==> config.mk <==
export PLATFORM = sky130hd
export DESIGN_NAME = div_flag_enumerator
export DESIGN_NICKNAME = d
export VERILOG_FILES = /design/src/rtl/div_flag_enumerator_pkg.sv /design/src/rtl/div_flag_enumerator_flags.sv /design/src/rtl/div_flag_enumerator.sv
export SDC_FILE = /design/constraint.sdc
export NUM_CORES = 1
export LEC_CHECK = 0
export CORE_ASPECT_RATIO = 0.8
export CORE_MARGIN = 2
export CORE_UTILIZATION = 40
export CTS_CLUSTER_DIAMETER = 200
export DETAILED_ROUTE_END_ITERATION = 6
export PLACE_DENSITY_LB_ADDON = 0.1
export SLEW_MARGIN = 20
export SYNTH_ARGS = -nofsm -noshare
export SYNTH_HDL_FRONTEND = slang
export SYNTH_SLANG_ARGS = --single-unit
==> constraint.sdc <==
create_clock -name clk -period 5.9 [get_ports clk]
set_input_delay 0.59 -clock clk [delete_from_list [all_inputs] [get_ports clk]]
set_output_delay 0.59 -clock clk [all_outputs]
set_load 0.02 [all_outputs]
==> src/rtl/div_flag_enumerator_pkg.sv <==
// Shared definitions for the divisibility-flag enumerator: FSM state encoding
// and the default operand width.
package div_flag_enumerator_pkg;

  localparam int DEFAULT_WIDTH = 4;

  typedef enum logic [1:0] {
    ST_IDLE = 2'd0,
    ST_SCAN = 2'd1,
    ST_EMIT = 2'd2,
    ST_DONE = 2'd3
  } state_t;

endpackage

==> src/rtl/div_flag_enumerator_flags.sv <==
// Combinational value -> {even, div3} classifier; zero maps to {0,0}.
// Same function as the LED encoder, so the enumerator and its checkers agree.
module div_flags #(
  parameter int WIDTH = 4
) (
  input  logic [WIDTH-1:0] value_i,
  output logic             even_o,
  output logic             div3_o
);

  logic nonzero;

  assign nonzero = (value_i != '0);
  assign even_o  = nonzero && !value_i[0];
  assign div3_o  = nonzero && ((value_i % WIDTH'(3)) == '0);

endmodule

==> src/rtl/div_flag_enumerator.sv <==
// Scans candidates 1 .. 2**WIDTH-1 and streams those whose {even, div3} flags
// equal the latched request over valid/ready, then pulses done for one cycle.
module div_flag_enumerator
  import div_flag_enumerator_pkg::*;
#(
  parameter int WIDTH = DEFAULT_WIDTH
) (
  input  logic             clk,
  input  logic             rst,
  input  logic             start,
  input  logic             want_even,
  input  logic             want_div3,
  output logic             out_valid,
  input  logic             out_ready,
  output logic [WIDTH-1:0] out_value,
  output logic             busy,
  output logic             done,
  output logic [WIDTH:0]   match_cnt
);

  localparam logic [WIDTH-1:0] CAND_LAST = '1;
  localparam logic [WIDTH-1:0] CAND_ONE  = WIDTH'(1);
  localparam logic [WIDTH:0]   CNT_ONE   = (WIDTH + 1)'(1);

  state_t           state_q,     state_d;
  logic [WIDTH-1:0] cand_q,      cand_d;
  logic             want_even_q, want_even_d;
  logic             want_div3_q, want_div3_d;
  logic             out_valid_q, out_valid_d;
  logic [WIDTH-1:0] out_value_q, out_value_d;
  logic [WIDTH:0]   match_cnt_q, match_cnt_d;

  logic cand_even;
  logic cand_div3;
  logic cand_match;

  div_flags #(
    .WIDTH (WIDTH)
  ) u_flags (
    .value_i (cand_q),
    .even_o  (cand_even),
    .div3_o  (cand_div3)
  );

  assign cand_match = (cand_even == want_even_q) && (cand_div3 == want_div3_q);

  always_comb begin
    state_d     = state_q;
    cand_d      = cand_q;
    want_even_d = want_even_q;
    want_div3_d = want_div3_q;
    out_valid_d = out_valid_q;
    out_value_d = out_value_q;
    match_cnt_d = match_cnt_q;

    case (state_q)
      ST_IDLE: begin
        if (start) begin
          want_even_d = want_even;
          want_div3_d = want_div3;
          cand_d      = CAND_ONE;
          match_cnt_d = '0;
          state_d     = ST_SCAN;
        end
      end
      ST_SCAN: begin
        if (cand_match) begin
          out_value_d = cand_q;
          out_valid_d = 1'b1;
          match_cnt_d = match_cnt_q + CNT_ONE;
          state_d     = ST_EMIT;
        end else if (cand_q == CAND_LAST) begin
          state_d = ST_DONE;
        end else begin
          cand_d = cand_q + CAND_ONE;
        end
      end
      ST_EMIT: begin
        // The last candidate exits straight to DONE so cand never wraps to zero.
        if (out_ready) begin
          out_valid_d = 1'b0;
          if (cand_q == CAND_LAST) begin
            state_d = ST_DONE;
          end else begin
            cand_d  = cand_q + CAND_ONE;
            state_d = ST_SCAN;
          end
        end
      end
      ST_DONE: begin
        state_d = ST_IDLE;
      end
      default: begin
        state_d = ST_IDLE;
      end
    endcase
  end

  always_ff @(posedge clk or posedge rst) begin
    if (rst) begin
      state_q     <= ST_IDLE;
      cand_q      <= '0;
      want_even_q <= 1'b0;
      want_div3_q <= 1'b0;
      out_valid_q <= 1'b0;
      out_value_q <= '0;
      match_cnt_q <= '0;
    end else begin
      state_q     <= state_d;
      cand_q      <= cand_d;
      want_even_q <= want_even_d;
      want_div3_q <= want_div3_d;
      out_valid_q <= out_valid_d;
      out_value_q <= out_value_d;
      match_cnt_q <= match_cnt_d;
    end
  end

  // Status outputs decode the state register only, so no input reaches them combinationally.
  assign busy      = (state_q == ST_SCAN) || (state_q == ST_EMIT);
  assign done      = (state_q == ST_DONE);
  assign out_valid = out_valid_q;
  assign out_value = out_value_q;
  assign match_cnt = match_cnt_q;

endmodule

== After elaboration in Yosys (flattened, before gate mapping) ==
Index checks and enable logic that the tools add are counted.

* Bits of input ports: 6
* Output and inout port bits: 12
* Logic and storage cells: 55
* Register bits: 18

* $add $sub $neg: 2
* Divide/modulo/power cells: 1
* Muxes and demuxes: 17
* Reduce and logical (&&, ||, !) cells: 17
* Equal/unequal tests: 11

{| class="wikitable"
|+ Operators by type and width
! kind !! number
|-
| 4-bit two-way mux || 4
|-
| 4-bit one-hot mux with 3 select lines || 1
|-
| 2-bit two-way mux || 5
|-
| 5-bit two-way mux || 2
|-
| 5-bit one-hot mux with 2 select lines || 1
|-
| 3-bit AND reduction || 3
|-
| 2-bit inequality test (second input constant) || 4
|-
| 2-bit one-hot mux with 4 select lines || 1
|-
| 5-bit by 1-bit adder with 5-bit output (second input constant) || 1
|-
| 4-bit by 1-bit adder with 4-bit output (second input constant) || 1
|-
| 2-bit == test (second input constant) || 2
|-
| 4-bit == test (second input constant) || 1
|-
| 4-bit zero test || 1
|-
| 4-bit by 2-bit remainder unit with 4-bit output (second input constant) || 1
|-
| 2-bit AND reduction || 2
|-
| 4-bit AND reduction || 1
|-
| 2-bit nonzero test || 2
|-
| 4-bit nonzero test || 1
|-
| 1-bit logical AND || 3
|-
| 3-bit inequality test (second input constant) || 1
|-
| 3-bit nonzero test || 1
|-
| 1-bit == test || 2
|-
| 2-bit by 1-bit == test with 1-bit output (second input constant) || 1
|-
| 2-bit zero test || 1
|-
| 4 further kinds || 5
|}

== Longest topological paths before layout ==
Gate-level depths: netlist of the first run.

* Depth after elaboration: 7
* Gate-level depth with buffers: 16
* Gate-level depth less buffers: 14

== Cells and area by module ==
A second synthesis of the first run with hierarchy kept.

* Cells, all modules: 144
* Area, all modules: 1337.5 um2

{| class="wikitable"
|+ By module, submodules not included
! module !! sequential area each (um2) !! instances !! cells an instance !! area an instance (um2)
|-
| div_flag_enumerator || 450.4 || 1 || 105 || 1062.3
|-
| div_flags || 0.0 || 1 || 39 || 275.3
|}

== Least setup slack after synthesis of the first run ==
OpenSTA, ideal clock, no wires.

* Path type: reg2reg
* From: register cand_q[3]
* To: register cand_q[2]
* Setup slack: 2.468 ns
* Cell stages (with the launch flop): 17
* Clock period less this slack: 3.432 ns
* Buffers on the path: 2
* Arrival time: 3.345 ns
* Data required time: 5.813 ns
* Library setup time: 0.087 ns
* Cell sequence: dfrtp_1 > buf_6 > nor2b_1 > ha_1 > inv_1 > ha_1 > nor2b_1 > a211oi_1 > ha_1 > nor3_1 > o22ai_1 > a31o_1 > o311a_1 > or2_1 > buf_6 > a211o_1 > a22oi_1

* Longest elaborated chain between the ends: 7
* Elaborated cells on any way between the ends: 15
* Those cells by class: div: 1; eq/ne: 4; mux: 4; reduce/logical: 6

{| class="wikitable"
|+ Ends and longest elaborated chain
! what !! RTL line !! source
|-
| from (decl) || div_flag_enumerator.sv:26 || <nowiki>logic [WIDTH-1:0] cand_q, cand_d;</nowiki>
|-
| from (signal assigned) || div_flag_enumerator.sv:110 || <nowiki>cand_q <= cand_d;</nowiki>
|-
| 4-bit by 2-bit remainder unit with 4-bit output || div_flag_enumerator_flags.sv:15 || <nowiki>assign div3_o = nonzero && ((value_i % WIDTH'(3)) == '0);</nowiki>
|-
| 4-bit zero test || div_flag_enumerator_flags.sv:15 ||
|-
| 1-bit logical AND || div_flag_enumerator_flags.sv:15 ||
|-
| 1-bit == test || div_flag_enumerator.sv:45 || <nowiki>assign cand_match = (cand_even == want_even_q) && (cand_div3 == want_div3_q);</nowiki>
|-
| 1-bit logical AND || div_flag_enumerator.sv:45 ||
|-
| 2-bit inequality test (no source line) || n/a ||
|-
| 4-bit AND reduction (no source line) || n/a ||
|}

Several ways; a longest one is shown, not always the timed one. The select of a mux whose other input is x is not followed.
A chain may end at the register's enable or synchronous reset.

== Worst setup path after layout of the first run ==
* From: register cand_q[2]
* To: register match_cnt_q[2] (netlist: match_cnt[2])

* Longest elaborated chain between the ends: 7
* Elaborated cells on any way between the ends: 10
* Those cells by class: div: 1; eq/ne: 3; reduce/logical: 6

{| class="wikitable"
|+ Ends and longest elaborated chain
! what !! RTL line !! source
|-
| 4-bit by 2-bit remainder unit with 4-bit output || div_flag_enumerator_flags.sv:15 ||
|-
| 4-bit zero test || div_flag_enumerator_flags.sv:15 ||
|-
| 1-bit logical AND || div_flag_enumerator_flags.sv:15 ||
|-
| 1-bit == test || div_flag_enumerator.sv:45 ||
|-
| 1-bit logical AND (*) || div_flag_enumerator.sv:45 ||
|-
| 2-bit inequality test (no source line) (*) || n/a ||
|-
| 3-bit AND reduction (no source line) (*) || n/a ||
|-
| to (signal assigned) || div_flag_enumerator.sv:115 || <nowiki>match_cnt_q <= match_cnt_d;</nowiki>
|-
| to (decl) || div_flag_enumerator.sv:31 || <nowiki>logic [WIDTH:0] match_cnt_q, match_cnt_d;</nowiki>
|}

Every way passes the cells marked *; elsewhere a longest branch is shown, timed or not.

==> qor.yml, run 1 <==
cells_and_area:
  layout_commonest_cell: "dfrtp_1"
  drive_above_1_share_pct: 10.43
  nFillCells: 325
  antenna_cells: 0
  nets: 182
  final_cell_mix: "dfrtp_1 (18), clkdlybuf4s50_1 (17), o21ai_0 (15)"
  syn_to_final_growth_pct: 16.56
floorplanning:
  io_pins: 18
  core.rowCount: 19
  chipHeight_um: 56.87
  dieArea_um2: 3986
  initial_core_util_pct: 41.11
  core_area_um2: 3400
  die_w_um: 70.09
cts:
  cts_htree_levels: 1
  cts_tree: "yes"
  root_buffer: "clkbuf_8"
  cts_resized: 0
  clkTransAtPathRegs_ps: 70
  cts_buffer_depth: 2
  cts_made_buffers: 3
  clk_latency_ps: 250
  cts_setup_buffers: 0
  ctsHoldBuffers: 0
  cts_sinks: 18
detailed_routing:
  via_per_inst: 5.590
  drt-total-wl_um: 2956
  wl_met1_um: 1569
  drc_errors: 0
  detail-route-antenna-nets: 0
  vias: 1146
  dr.pass1.iters: 5
  top_layer: "met4"
  wl_met3_um: 129
  wl_met2_um: 1240
  drtIter0Drc: 62
  drt-wirelength-per-cell_um: 14.42
synth:
  ys_seq_elements: 18
  synth_top_cell_by_area: "dfrtp_1"
  synthTopCellsByArea: "dfrtp_1 (32%), ha_1 (11%), mux2_2 (5.6%)"
  syn_area_um2: 1398
  async_flop_share_pct: 100.0
  synth_area_per_cell_um2: 9.443
  yosysTopAreaCellShare_pct: 32.23
  synth_edf_count: 0
  syn-num-nets: 166
  yosys_warnings: 0
  synth_cell_types: 52
  ys_seq_area_share_pct: 32.23
  ys.flop_type: "dfrtp_1"
  synthCells: 148
power_and_ir_drop:
  peakVddDrop_v: 0.0003028
  cellPowerDensity_nw_per_um2: 584.0
  cellLeakagePower_uw: 0.0007153
timing:
  post-route-min-period_ps: 4042
  timing.final.ws_setup_ps: 1858
  skew_ps: 2.926
  fmax_mhz: 247.4
  finalSetupTns_ps: 0
  finalSetupViolCount: 0
  worst_pin_slew_ps: 705.9
  hold_violations: 0
  rsz0062_at_grt: "no"
  fin_crit_sh_pct: 68.51
  relSlewSlack_pct: 52.89
  drv_slew: 0
run_status:
  status: "finished, final reports clean"
global_route:
  grt_use_total_pct: 15.94
  grt_pass1_vias: 1095
  grt.overflow.total: 0
  grt_max_degree: 22
  grt_pass1_wl_um: 5175
  antenna_found_initial: 0
critical_path:
  cp_data_required_time_ps: 6050
  startpoint_type: "flip-flop"
  path_cells: "nor2b_1 -> ha_1 -> inv_1 -> ha_1 -> nor2b_1 -> a211oi_1 -> ha_1 -> nor3_1 -> o22ai_1 -> a31o_1 -> o311a_1 -> or2_1 -> and3_1 -> a221oi_1"
  path_class: "flip-flop to flip-flop"
  crit_path_frequent_cell: "ha_1"
  slowest_delay_ps: 540
  worstPathMaxFanout: 21
  crit_arrival_ps: 4190
  crit_buf_inv: 1
  path_delay_family: "simple AND/OR/NAND/NOR gates"
  slowest_stage: "dfrtp_1"
  end_kind: "flip-flop"
placement:
  dp_hpwl_um: 2138
  io_buffers: 17
  gp_congestion: 0.7891
  dp_slack_ps: 1856
worst_hold_path:
  hold_class: "flip-flop to flip-flop"
flow_run:
  maxCapViolCount: 0
==> logic make-up (layout without fill, tap and decap cells) <==
| logic type | after synthesis | in the layout | share of synthesized area, % |
|---|---|---|---|
| AO/OA/AOI/OAI | 43 | 43 | 22.65 |
| multiplexers | 9 | 9 | 7.073 |
| flip-flops | 18 | 18 | 32.23 |
| XOR/XNOR | 2 | 2 | 1.791 |
| adder cells (fa/ha/maj) | 12 | 12 | 10.74 |
| AND/OR/NAND/NOR | 47 | 47 | 19.25 |
| buffers and inverters | 17 | 32 | 6.266 |
==> area by class of cell <==
class | count | area [um^2] | share of cell area [%]
clock buffers | 4 | 55.05 | 3.379
inverters | 11 | 41.29 | 2.535
multi-input cells | 113 | 859.6 | 52.77
flip-flops and latches | 18 | 450.4 | 27.65
well taps | 42 | 52.55 | 3.226
repair buffers | 17 | 170.2 | 10.45
==> Yosys cell counts (all sizes together) (2+ instances only) <==
library cell,n
a211oi,2
a221oi,2
a31oi,2
a41oi,2
and3,3
buf,5
dfrtp,18
ha,12
inv,11
mux2,7
mux2i,2
nand2,10
nand2b,2
nand3,5
nand3b,2
nor2,7
nor2b,5
nor3,3
o21ai,15
o22ai,2
o2bb2ai,2
o311a,2
o31ai,2
or2,2
xnor2,2
==> through the flow <==
step | power, uW | cell area [um^2] | hold WS (ps) | utilization, % | instances
after global routing | 1039 | 1629 | 544.4 | 47.92 | 205
after global placement | 837.7 | 1574 | 492.3 | 46.30 | 201
after CTS | 953.4 | 1629 | 519.5 | 47.92 | 205
after floorplan | 697.9 | 1398 | 501.0 | - | 148
after detailed placement | 843.4 | 1574 | 498.7 | 46.30 | 201
final | 951.4 | 1629 | 513.6 | 47.92 | 205
==> flip-flops by register name (all words and copies together) (netlist names) <==
register and flops:
want_div3_q 1, match_cnt 5, want_even_q 1, out_valid 1
out_value 4, state_q 2, cand_q 4
==> final timing paths <==
path	cells past startpoint	from	slack, ps	end
setup / recovery	14	cand_q[2]	1860	match_cnt[2]
hold / removal	1	out_value[2]	510	out_value[2]
setup reg to reg	14	cand_q[2]	1860	match_cnt[2]
hold reg to reg	1	out_value[2]	510	out_value[2]
max in group asynchronous	2	rst	4710	want_even_q
min in group asynchronous	2	rst	740	out_value[0]
==> report_power, final <==
part	internal, uW	total (uW)	switching (uW)
combinational	274	607	333
sequential	174	241	67.4
clock	59.3	103	43.9
total	507	951	444
==> routing by layer <==
| layer | track usage, % | up-vias |
|---|---|---|
| li1 | - | 581 |
| met3 | 4.129 | 2 |
| met4 | 2.473 | 0 |
| met1 | 24.27 | 532 |
| met2 | 22.99 | 31 |
| met5 | 0 | - |
Power figures use the tool's default switching activity.
==> run 2: changes to the inputs <==
- clock period: 5.9 -> 4.16 ns (I/O delays scaled with it)
==> qor.yml, run 2 (same netlist as run 1, synthesis figures left out) <==
cts:
  clk_latency_ps: 260  # was 250 ps
  cts_htree_levels: 1  # unchanged
  cts_made_buffers: 3  # unchanged
  cts_setup_buffers: 0  # unchanged
  cts_buffer_depth: 2  # unchanged
  cts_sinks: 18  # unchanged
  cts_tree: "yes"  # unchanged
  ctsHoldBuffers: 0  # unchanged
  clkTransAtPathRegs_ps: 80  # was 70 ps
  root_buffer: "clkbuf_8"  # unchanged
cells_and_area:
  drive_above_1_share_pct: 12.65  # was 10.43%
  largest_reg_flops: 5  # unchanged
  final_cell_mix: "dfrtp_1 (18), clkdlybuf4s50_1 (17), o21ai_0 (15)"  # unchanged
  syn_to_final_growth_pct: 18.17  # was 16.56%
  post-route-cell-area_um2: 1652  # was 1629 um^2
  antenna_cells: 0  # unchanged
  nets: 185  # was 182
  layout_commonest_cell: "dfrtp_1"  # unchanged
  nFillCells: 324  # was 325
global_route:
  antenna_found_initial: 0  # unchanged
  grt_pass1_vias: 1127  # was 1095
  grt_use_total_pct: 16.87  # was 15.94%
  grt.overflow.total: 0  # unchanged
  grt_pass1_wl_um: 5423  # was 5175 um
  grt_max_degree: 22  # unchanged
worst_hold_path:
  holdPathStages: 1  # unchanged
  min_to: "out_value[2]"  # unchanged
  hold_class: "flip-flop to flip-flop"  # unchanged
  holdCritStartpoint: "out_value[2]"  # unchanged
power_and_ir_drop:
  cellLeakagePower_uw: 0.0007320  # was 0.0007153 uW
  peakVddDrop_v: 0.0003655  # was 0.0003028 V
  power.total_uw: 1364  # was 951.4 uW
  cellPowerDensity_nw_per_um2: 826.1  # was 584.0 nW/um^2
timing:
  finalSetupViolCount: 0  # unchanged
  post-route-min-period_ps: 3688  # was 4042 ps
  skew_ps: 6.036  # was 2.926 ps
  hold_slack_ps: 511.8  # was 513.6 ps
  relSlewSlack_pct: 51.72  # was 52.89%
  fin_crit_sh_pct: 88.65  # was 68.51%
  finalSetupTns_ps: 0  # unchanged
  worst_pin_slew_ps: 723.5  # was 705.9 ps
  drv_slew: 0  # unchanged
  fmax_mhz: 271.2  # was 247.4 MHz
  rsz0062_at_grt: "no"  # unchanged
  hold_violations: 0  # unchanged
floorplanning:
  io_pins: 18  # unchanged
  die_w_um: 70.09  # unchanged
  core_area_um2: 3400  # unchanged
  chipHeight_um: 56.87  # unchanged
  core.rowCount: 19  # unchanged
  initial_core_util_pct: 41.11  # unchanged
  dieArea_um2: 3986  # unchanged
detailed_routing:
  dr.pass1.iters: 4  # was 5
  drt-wirelength-per-cell_um: 14.72  # was 14.42 um
  drc_errors: 0  # unchanged
  vias: 1175  # was 1146
  drt-total-wl_um: 3062  # was 2956 um
  detail-route-antenna-nets: 0  # unchanged
  via_per_inst: 5.649  # was 5.590
  drtIter0Drc: 42  # was 62
critical_path:
  path_cells: "nor2b_1 -> ha_1 -> inv_1 -> ha_1 -> nor2b_1 -> a211oi_1 -> ha_1 -> nor3_1 -> o22ai_1 -> a31o_1 -> o311a_1 -> or2_2 -> and4_1 -> a311oi_1"  # was nor2b_1 -> ha_1 -> inv_1 -> ha_1 -> nor2b_1 -> a211oi_1 -> ha_1 -> nor3_1 -> o22ai_1 -> a31o_1 -> o311a_1 -> or2_1 -> and3_1 -> a221oi_1
  reg2reg_from: "cand_q[3]"  # was cand_q[2]
  cp_data_required_time_ps: 4310  # was 6050 ps
  rr_worst_depth: 14  # unchanged
  slowest_stage: "or2_2"  # was dfrtp_1
  worstPathMaxFanout: 21  # unchanged
  crit_buf_inv: 1  # unchanged
  startpoint_type: "flip-flop"  # unchanged
  slowest_delay_ps: 460  # was 540 ps
  path_delay_family: "simple AND/OR/NAND/NOR gates"  # unchanged
  reg2reg_to: "match_cnt[4]"  # was match_cnt[2]
  crit_path_frequent_cell: "ha_1"  # unchanged
  reg2reg_slack_ps: 470  # was 1860 ps
  cp_num_cells: 14  # unchanged
  crit_arrival_ps: 3840  # was 4190 ps
  end_kind: "flip-flop"  # unchanged
  path_class: "flip-flop to flip-flop"  # unchanged
placement:
  gp_congestion: 0.8582  # was 0.7891
  dp_hpwl_um: 2220  # was 2138 um
  io_buffers: 17  # unchanged
  place_area_um2: 1597  # was 1574 um^2
flow_run:
  maxCapViolCount: 0  # unchanged
run_status:
  status: "finished, final reports clean"  # unchanged
-- run 2: cell types whose count changed in the layout (fill, tap and decap cells not counted) --
| cell | before | now |
|---|---|---|
| or2_1 | 1 | 0 |
| buf_4 | 0 | 3 |
| or2_2 | 1 | 2 |
-- run 2: repair_timing --
item / 4_1_cts / 5_1_grt
setup endpoints to repair: 0 / 1
endpoints found under the hold margin: 0 / 0
gates resized for setup: 0 / 1
-- run 2: worst max-delay path by stage --
| stage | slack, ps | startpoint | to |
|---|---|---|---|
| after floorplan | 730 | cand_q[3] | cand_q[2] |
| after global placement | 520 | cand_q[3] | match_cnt[2] |
| after detailed placement | 320 | cand_q[3] | match_cnt[4] |
| after global routing | 160 | cand_q[3] | match_cnt[4] |
| final | 470 | cand_q[3] | match_cnt[4] |
| after CTS | 280 | cand_q[3] | match_cnt[4] |
-- run 2: cell type report --
class                   instances  area, um^2  share of cell area [%]
well taps                      42       52.55                   3.182
multi-input cells             113       859.6                   52.05
repair buffers                 20       192.7                   11.67
flip-flops and latches         18       450.4                   27.27
inverters                      11       41.29                   2.500
clock buffers                   4       55.05                   3.333
-- run 2: worst register-to-register path, delay by kind of cell (launching register included) --
kind                     cells  cell delay (ps)
AO/OA/AOI/OAI                5             1170
adder cells (fa/ha/maj)      3              720
buffers and inverters        1               40
flip-flops                   1              380
AND/OR/NAND/NOR              5             1250
-- run 2: per-layer routing --
metal / up-vias / GRT usage (%) / routed length (um)
met3: 2 / 4.488 / 112
met2: 27 / 25.17 / 1333
met5: - / 0 / 0
li1: 582 / - / -
met1: 564 / 24.94 / 1599
met4: 0 / 2.473 / 17
-- run 2: metrics by stage --
stage / setup slack (ps) / instances / utilization [%]
detailed placement: 321.6 / 204 / 46.96
global placement: 522.2 / 204 / 46.96
CTS: 284.3 / 208 / 48.58
floorplan: 728.3 / 148 / -
finish: 472.1 / 208 / 48.58
global route: 161.6 / 208 / 48.58
-- run 2: power breakdown --
group / internal [uW] / switching, uW
Clock: 84.3 / 64.7
Combinational: 401 / 491
Sequential: 247 / 76.5
Total: 732 / 632
